`src/rtl/stretch_pkg.sv`:
```
// Shared definitions for the multi-channel pulse stretcher.
//   - mode encodings driven on stretch_mc.mode
//   - per-channel FSM state encoding used inside stretch_chan
package stretch_pkg;

  localparam logic [1:0] MODE_ONESHOT = 2'b00;
  localparam logic [1:0] MODE_RETRIG  = 2'b01;
  localparam logic [1:0] MODE_QUEUE   = 2'b10;
  // 2'b11 is reserved and handled exactly like MODE_ONESHOT.

  typedef enum logic [1:0] {
    S_IDLE = 2'b00,
    S_HIGH = 2'b01,
    S_GAP  = 2'b10
  } chan_state_e;

endpackage

```
`src/rtl/stretch_chan.sv`:
```
// One pulse-stretcher channel.
//   c     clock
//   rn    asynchronous active-low reset
//   n     input event (every high cycle is one event)
//   len   output width in clocks, sampled when a pulse (re)starts; 0 acts as 1
//   mode  one-shot / retrigger / queued behaviour for events that hit a busy channel
//   clr   synchronous clear of the sticky overflow flag
//   w     stretched output, registered
//   ovf   sticky flag: an event was dropped
module stretch_chan
  import stretch_pkg::*;
#(
  parameter int LW = 8,
  parameter int QW = 3
) (
  input  logic          c,
  input  logic          rn,
  input  logic          n,
  input  logic [LW-1:0] len,
  input  logic [1:0]    mode,
  input  logic          clr,
  output logic          w,
  output logic          ovf
);

  localparam logic [QW-1:0] PEND_MAX = '1;

  chan_state_e   st_q, st_d;
  logic [LW-1:0] cnt_q, cnt_d;
  logic [QW-1:0] pend_q, pend_d;
  logic          w_q, w_d;
  logic          ovf_q, ovf_d;

  logic [LW-1:0] load;
  logic          drop;

  // Counter holds "cycles left after this one", so a width of L loads L-1.
  assign load = (len == '0) ? '0 : len - LW'(1);

  always_comb begin
    // NOTE: every _d value gets a default before the case so no latch is inferred.
    st_d   = st_q;
    cnt_d  = cnt_q;
    pend_d = pend_q;
    w_d    = w_q;
    drop   = 1'b0;

    unique case (st_q)
      S_IDLE: begin
        if (n) begin
          cnt_d = load;
          w_d   = 1'b1;
          st_d  = S_HIGH;
        end
      end

      S_HIGH: begin
        if (cnt_q != '0) begin
          cnt_d = cnt_q - LW'(1);
        end else begin
          // Expiry: an event in this same cycle still counts as pending in
          // queued mode, so it is part of the GAP decision.
          w_d = 1'b0;
          if (mode == MODE_QUEUE && (pend_q != '0 || n)) begin
            st_d = S_GAP;
          end else begin
            st_d   = S_IDLE;
            pend_d = '0;
          end
        end

        if (n) begin
          case (mode)
            MODE_RETRIG: begin
              cnt_d = load;
              w_d   = 1'b1;
              st_d  = S_HIGH;
            end
            MODE_QUEUE: begin
              if (pend_q == PEND_MAX) drop = 1'b1;
              else                    pend_d = pend_q + QW'(1);
            end
            default: drop = 1'b1;
          endcase
        end
      end

      S_GAP: begin
        // One forced low cycle, then serve the next queued pulse.
        pend_d = pend_q - QW'(1);
        cnt_d  = load;
        w_d    = 1'b1;
        st_d   = S_HIGH;

        if (n) begin
          case (mode)
            MODE_RETRIG: ;  // already reloading from len this cycle
            MODE_QUEUE: begin
              // Arrival and consumption in the same cycle cancel out.
              if (pend_q == PEND_MAX) drop = 1'b1;
              else                    pend_d = pend_q;
            end
            default: drop = 1'b1;
          endcase
        end
      end

      default: begin
        st_d   = S_IDLE;
        w_d    = 1'b0;
        pend_d = '0;
      end
    endcase

    // A drop in the same cycle as clr wins, keeping the flag set.
    ovf_d = drop ? 1'b1 : (clr ? 1'b0 : ovf_q);
  end

  always_ff @(posedge c or negedge rn) begin
    if (!rn) begin
      st_q   <= S_IDLE;
      cnt_q  <= '0;
      pend_q <= '0;
      w_q    <= 1'b0;
      ovf_q  <= 1'b0;
    end else begin
      // NOTE: sequential state uses non-blocking assignments only.
      st_q   <= st_d;
      cnt_q  <= cnt_d;
      pend_q <= pend_d;
      w_q    <= w_d;
      ovf_q  <= ovf_d;
    end
  end

  assign w   = w_q;
  assign ovf = ovf_q;

endmodule

```
`src/rtl/stretch_mc.sv`:
```
// Multi-channel pulse stretcher: CH independent stretch_chan instances
// sharing len, mode and clr.
//   c     clock (48 MHz nominal)
//   rn    asynchronous active-low reset
//   n     per-channel input strobes
//   len   stretched width in clocks (0 treated as 1)
//   mode  00 one-shot, 01 retrigger, 10 queued, 11 as one-shot
//   clr   synchronous clear of all ovf flags
//   w     per-channel stretched outputs, registered
//   ovf   per-channel sticky dropped-event flags
module stretch_mc
  import stretch_pkg::*;
#(
  parameter int CH = 4,
  parameter int LW = 8,
  parameter int QW = 3
) (
  input  logic          c,
  input  logic          rn,
  input  logic [CH-1:0] n,
  input  logic [LW-1:0] len,
  input  logic [1:0]    mode,
  input  logic          clr,
  output logic [CH-1:0] w,
  output logic [CH-1:0] ovf
);

  for (genvar i = 0; i < CH; i++) begin : g_chan
    stretch_chan #(
      .LW (LW),
      .QW (QW)
    ) u_chan (
      .c    (c),
      .rn   (rn),
      .n    (n[i]),
      .len  (len),
      .mode (mode),
      .clr  (clr),
      .w    (w[i]),
      .ovf  (ovf[i])
    );
  end

endmodule

```
`config.mk`:
```
export PLATFORM = sky130hd
export DESIGN_NAME = stretch_mc
export DESIGN_NICKNAME = d
export VERILOG_FILES = /design/src/rtl/stretch_pkg.sv /design/src/rtl/stretch_chan.sv /design/src/rtl/stretch_mc.sv
export SDC_FILE = /design/constraint.sdc
export NUM_CORES = 1
export LEC_CHECK = 0
export CORE_MARGIN = 1.5
export CORE_UTILIZATION = 33
export DETAILED_ROUTE_END_ITERATION = 10
export HOLD_SLACK_MARGIN = 0.05
export REMOVE_ABC_BUFFERS = 1
export SLEW_MARGIN = 5
export SYNTH_ARGS = -nofsm -noshare
export SYNTH_HDL_FRONTEND = slang
export SYNTH_SLANG_ARGS = --single-unit
export TNS_END_PERCENT = 20
```
`constraint.sdc`:
```
create_clock -name c -period 3.1 [get_ports c]
set_clock_uncertainty 0.15 [all_clocks]
set_input_delay 0.62 -clock c [delete_from_list [all_inputs] [get_ports c]]
set_output_delay 0.62 -clock c [all_outputs]
set_load 0.02 [all_outputs]
```
==> results.py <==
metrics = {
    "synth": {
        "syn_inst": 533,
        "yosysTopAreaCellShare": 0.323,
        "yosysSeqAreaShare": 0.323,
        "syn_area_um2": 4650,
        "ys_ff_latch": 60,
        "synth_area_per_cell_um2": 8.72,
        "yosys.area.top_type": "dfrtp_1",
        "synth-edff-count": 0,
        "yosys_warnings": 0,
        "ys.flop_type": "dfrtp_1",
        "ys_top_cells_by_area": "dfrtp_1 (32%), ha_1 (10%), o21ai_0 (4.6%)",
        "async_flop_share": 1.00,
        "synth_cell_types": 64,
    },
    "finish": {
        "n_antenna_cell": 0,
        "areaGrowthSynthToFinish_pct": 18.1,
        "final_nets": 624,
        "layout_common_cells": "dfrtp_1 (60), inv_1 (47), o21ai_0 (43)",
        "drive_above_1_share": 0.106,
        "final_common_cell": "dfrtp_1",
    },
    "clock_network": {
        "hold_buffers": 0,
        "clkSinkCount": 60,
        "ctsHtreeMaxLevel": 3,
        "clockBufferDepth": 2,
        "cts_tree": "done",
        "clk_pin_slew_ns": 0.05,
        "cts.repair.resized": 0,
        "cts_root_buf": "clkbuf_16",
        "post_cts_buffers": 0,
        "cts_buffers": 9,
        "insertion_delay_ns": 0.33,
    },
    "sta": {
        "finalSetupViolCount": 0,
        "relSlewSlack": 0.482,
        "hold_violations": 0,
        "rsz0062_at_grt": "false",
        "maxSlewViolCount": 0,
        "finalSetupTns_ns": 0,
        "holdWs_ns": 0.159,
        "max_freq_ghz": 0.371,
        "timing.final.crit_period_ns": 2.70,
        "worstMarginPinSlew_ns": 0.769,
        "post-route-period-util": 0.870,
    },
    "critical_path": {
        "worst-path-max-fanout": 3,
        "arrival_ns": 2.76,
        "end_kind": "flip-flop",
        "crit_required_ns": 3.16,
        "critical_path.startpoint_type": "input pin",
        "path_class": "input pin to flip-flop",
    },
    "route": {
        "antenna_left": 0,
        "vias": 4284,
        "drc_errors": 0,
        "dr.pass1.iters": 5,
        "drtIter0Drc": 280,
        "vias_per_cell": 5.68,
        "post_drt_wl_per_cell_um": 16.5,
        "wl_um": 12400,
    },
    "hold_path": {
        "worst_hold_path_type": "input pin to asynchronous set/reset pin",
    },
    "run_status": {
        "status": "finished clean",
    },
    "power": {
        "powerDensity_nw_per_um2": 841,
        "leakage_nw": 2.29,
        "irDropWorstVdd_uv": 356,
    },
    "global_route": {
        "grt-ovfl-total": 0,
        "grt_max_degree": 61,
        "grt_pass1_wl_um": 21000,
        "grtUsageTotal": 0.178,
        "grt_pass1_vias": 4164,
        "antenna_found_initial": 0,
    },
    "die": {
        "initial_utilization": 0.336,
        "io_pins": 25,
        "dieArea_um2": 14800,
        "dieHeight_um": 122,
        "fp.dieW_um": 122,
        "core_region_area_um2": 13800,
        "fp-row-count": 43,
    },
    "run": {
        "max_cap_violations": 0,
    },
    "placed_design": {
        "portBuffers": 24,
        "gp_congestion": 0.811,
        "hpwl_um": 9310,
    },
}
[layer usage]
metal,GRT usage,wire (um)
met1,0.243,5930
met2,0.284,5640
met3,0.0337,530
met4,0.0618,338
met5,0,0
[through the flow]
stage / instances / instance area (um^2) / total power (W) / utilization / setup WS, ns
after global routing: 754 / 5490 / 0.00499 / 0.397 / 0.252
after global placement: 738 / 5190 / 0.00353 / 0.375 / 0.103
after detailed placement: 738 / 5190 / 0.00357 / 0.375 / 0.0497
final: 754 / 5490 / 0.00461 / 0.397 / 0.403
after floorplan: 508 / 4520 / 0.00287 / - / 0.529
after CTS: 754 / 5490 / 0.00461 / 0.397 / 0.406
[logic make-up (layout without fill, tap and decap cells)]
logic type / after synthesis / count (layout) / synth area share
flops: 60 / 60 / 0.323
compound gates: 163 / 163 / 0.249
simple gates: 191 / 191 / 0.242
mux: 5 / 5 / 0.0110
xor+xnor: 4 / 4 / 0.00754
fa+ha+maj: 38 / 38 / 0.102
buf+inv: 72 / 113 / 0.0657
[critical path, stage by stage]
cell and delay (ns):
clkdlybuf4s50_1 0.42, inv_1 0.09, ha_1 0.19, or3b_2 0.48
nor3_1 0.23, mux2_2 0.39, a221o_1 0.34
[sequential cells by signal (all words and copies together), names as in the netlist]
signal / flops
g_chan.u_chan.cnt_q: 32
g_chan.u_chan.w: 4
g_chan.u_chan.ovf: 4
g_chan.u_chan.st_q: 8
g_chan.u_chan.pend_q: 12
[power by group]
part           internal, W  switching [W]  leakage [nW]
registers          0.00108       0.000342         0.761
logic             0.000936        0.00123          1.39
clock network     0.000626       0.000395         0.138
[cell usage after synthesis (3+ instances only)]
| cell type | instances |
|---|---|
| a221o_1 | 17 |
| dfrtp_1 | 60 |
| a31oi_1 | 3 |
| xor2_1 | 4 |
| a211o_1 | 4 |
| ha_1 | 38 |
| or2_2 | 6 |
| clkbuf_1 | 14 |
| and3_1 | 3 |
| nand2_1 | 25 |
| inv_1 | 47 |
| or4_1 | 6 |
| a21boi_0 | 5 |
| nor3b_1 | 8 |
| nor3_1 | 27 |
| nand3b_1 | 5 |
| and3b_1 | 4 |
| nor4_1 | 11 |
| or3_1 | 6 |
| o211ai_1 | 19 |
| o221ai_1 | 3 |
| a32oi_1 | 4 |
| o21ai_0 | 43 |
| buf_4 | 9 |
| o22ai_1 | 9 |
| a21oi_1 | 19 |
| o21a_1 | 3 |
| o311ai_0 | 4 |
| nand4_1 | 6 |
| a211oi_1 | 8 |
| nand3_1 | 10 |
| nor2b_1 | 14 |
| o2111ai_1 | 4 |
| nor4b_1 | 8 |
| a21o_1 | 4 |
| mux2i_1 | 4 |
| nand2b_1 | 6 |
| nor2_1 | 32 |
[final cells by class]
type                       instances  area, um^2
fill                            1376        8340
multi-input combinational        401        2840
sequential                        60        1500
timing repair buffer              50         443
clock buffer                       9         225
tap                              180         225
inverter                          47         176
clock inverter                     7        75.1
[final timing paths]
path	start	to	slack, ns	depth (start not counted)
max in group asynchronous	rn	g_chan[2].u_chan.cnt_q[7]	2.37	2
worst min-delay path	rn	g_chan[3].u_chan.w	0.16	2
worst min register to register	g_chan[0].u_chan.ovf	g_chan[0].u_chan.ovf	0.38	2
worst max-delay path	len[0]	g_chan[3].u_chan.cnt_q[6]	0.40	7
worst max register to register	g_chan[2].u_chan.cnt_q[0]	g_chan[2].u_chan.cnt_q[3]	0.72	6
min in group c	g_chan[0].u_chan.ovf	g_chan[0].u_chan.ovf	0.38	2
(Power assumes the default switching activity.)
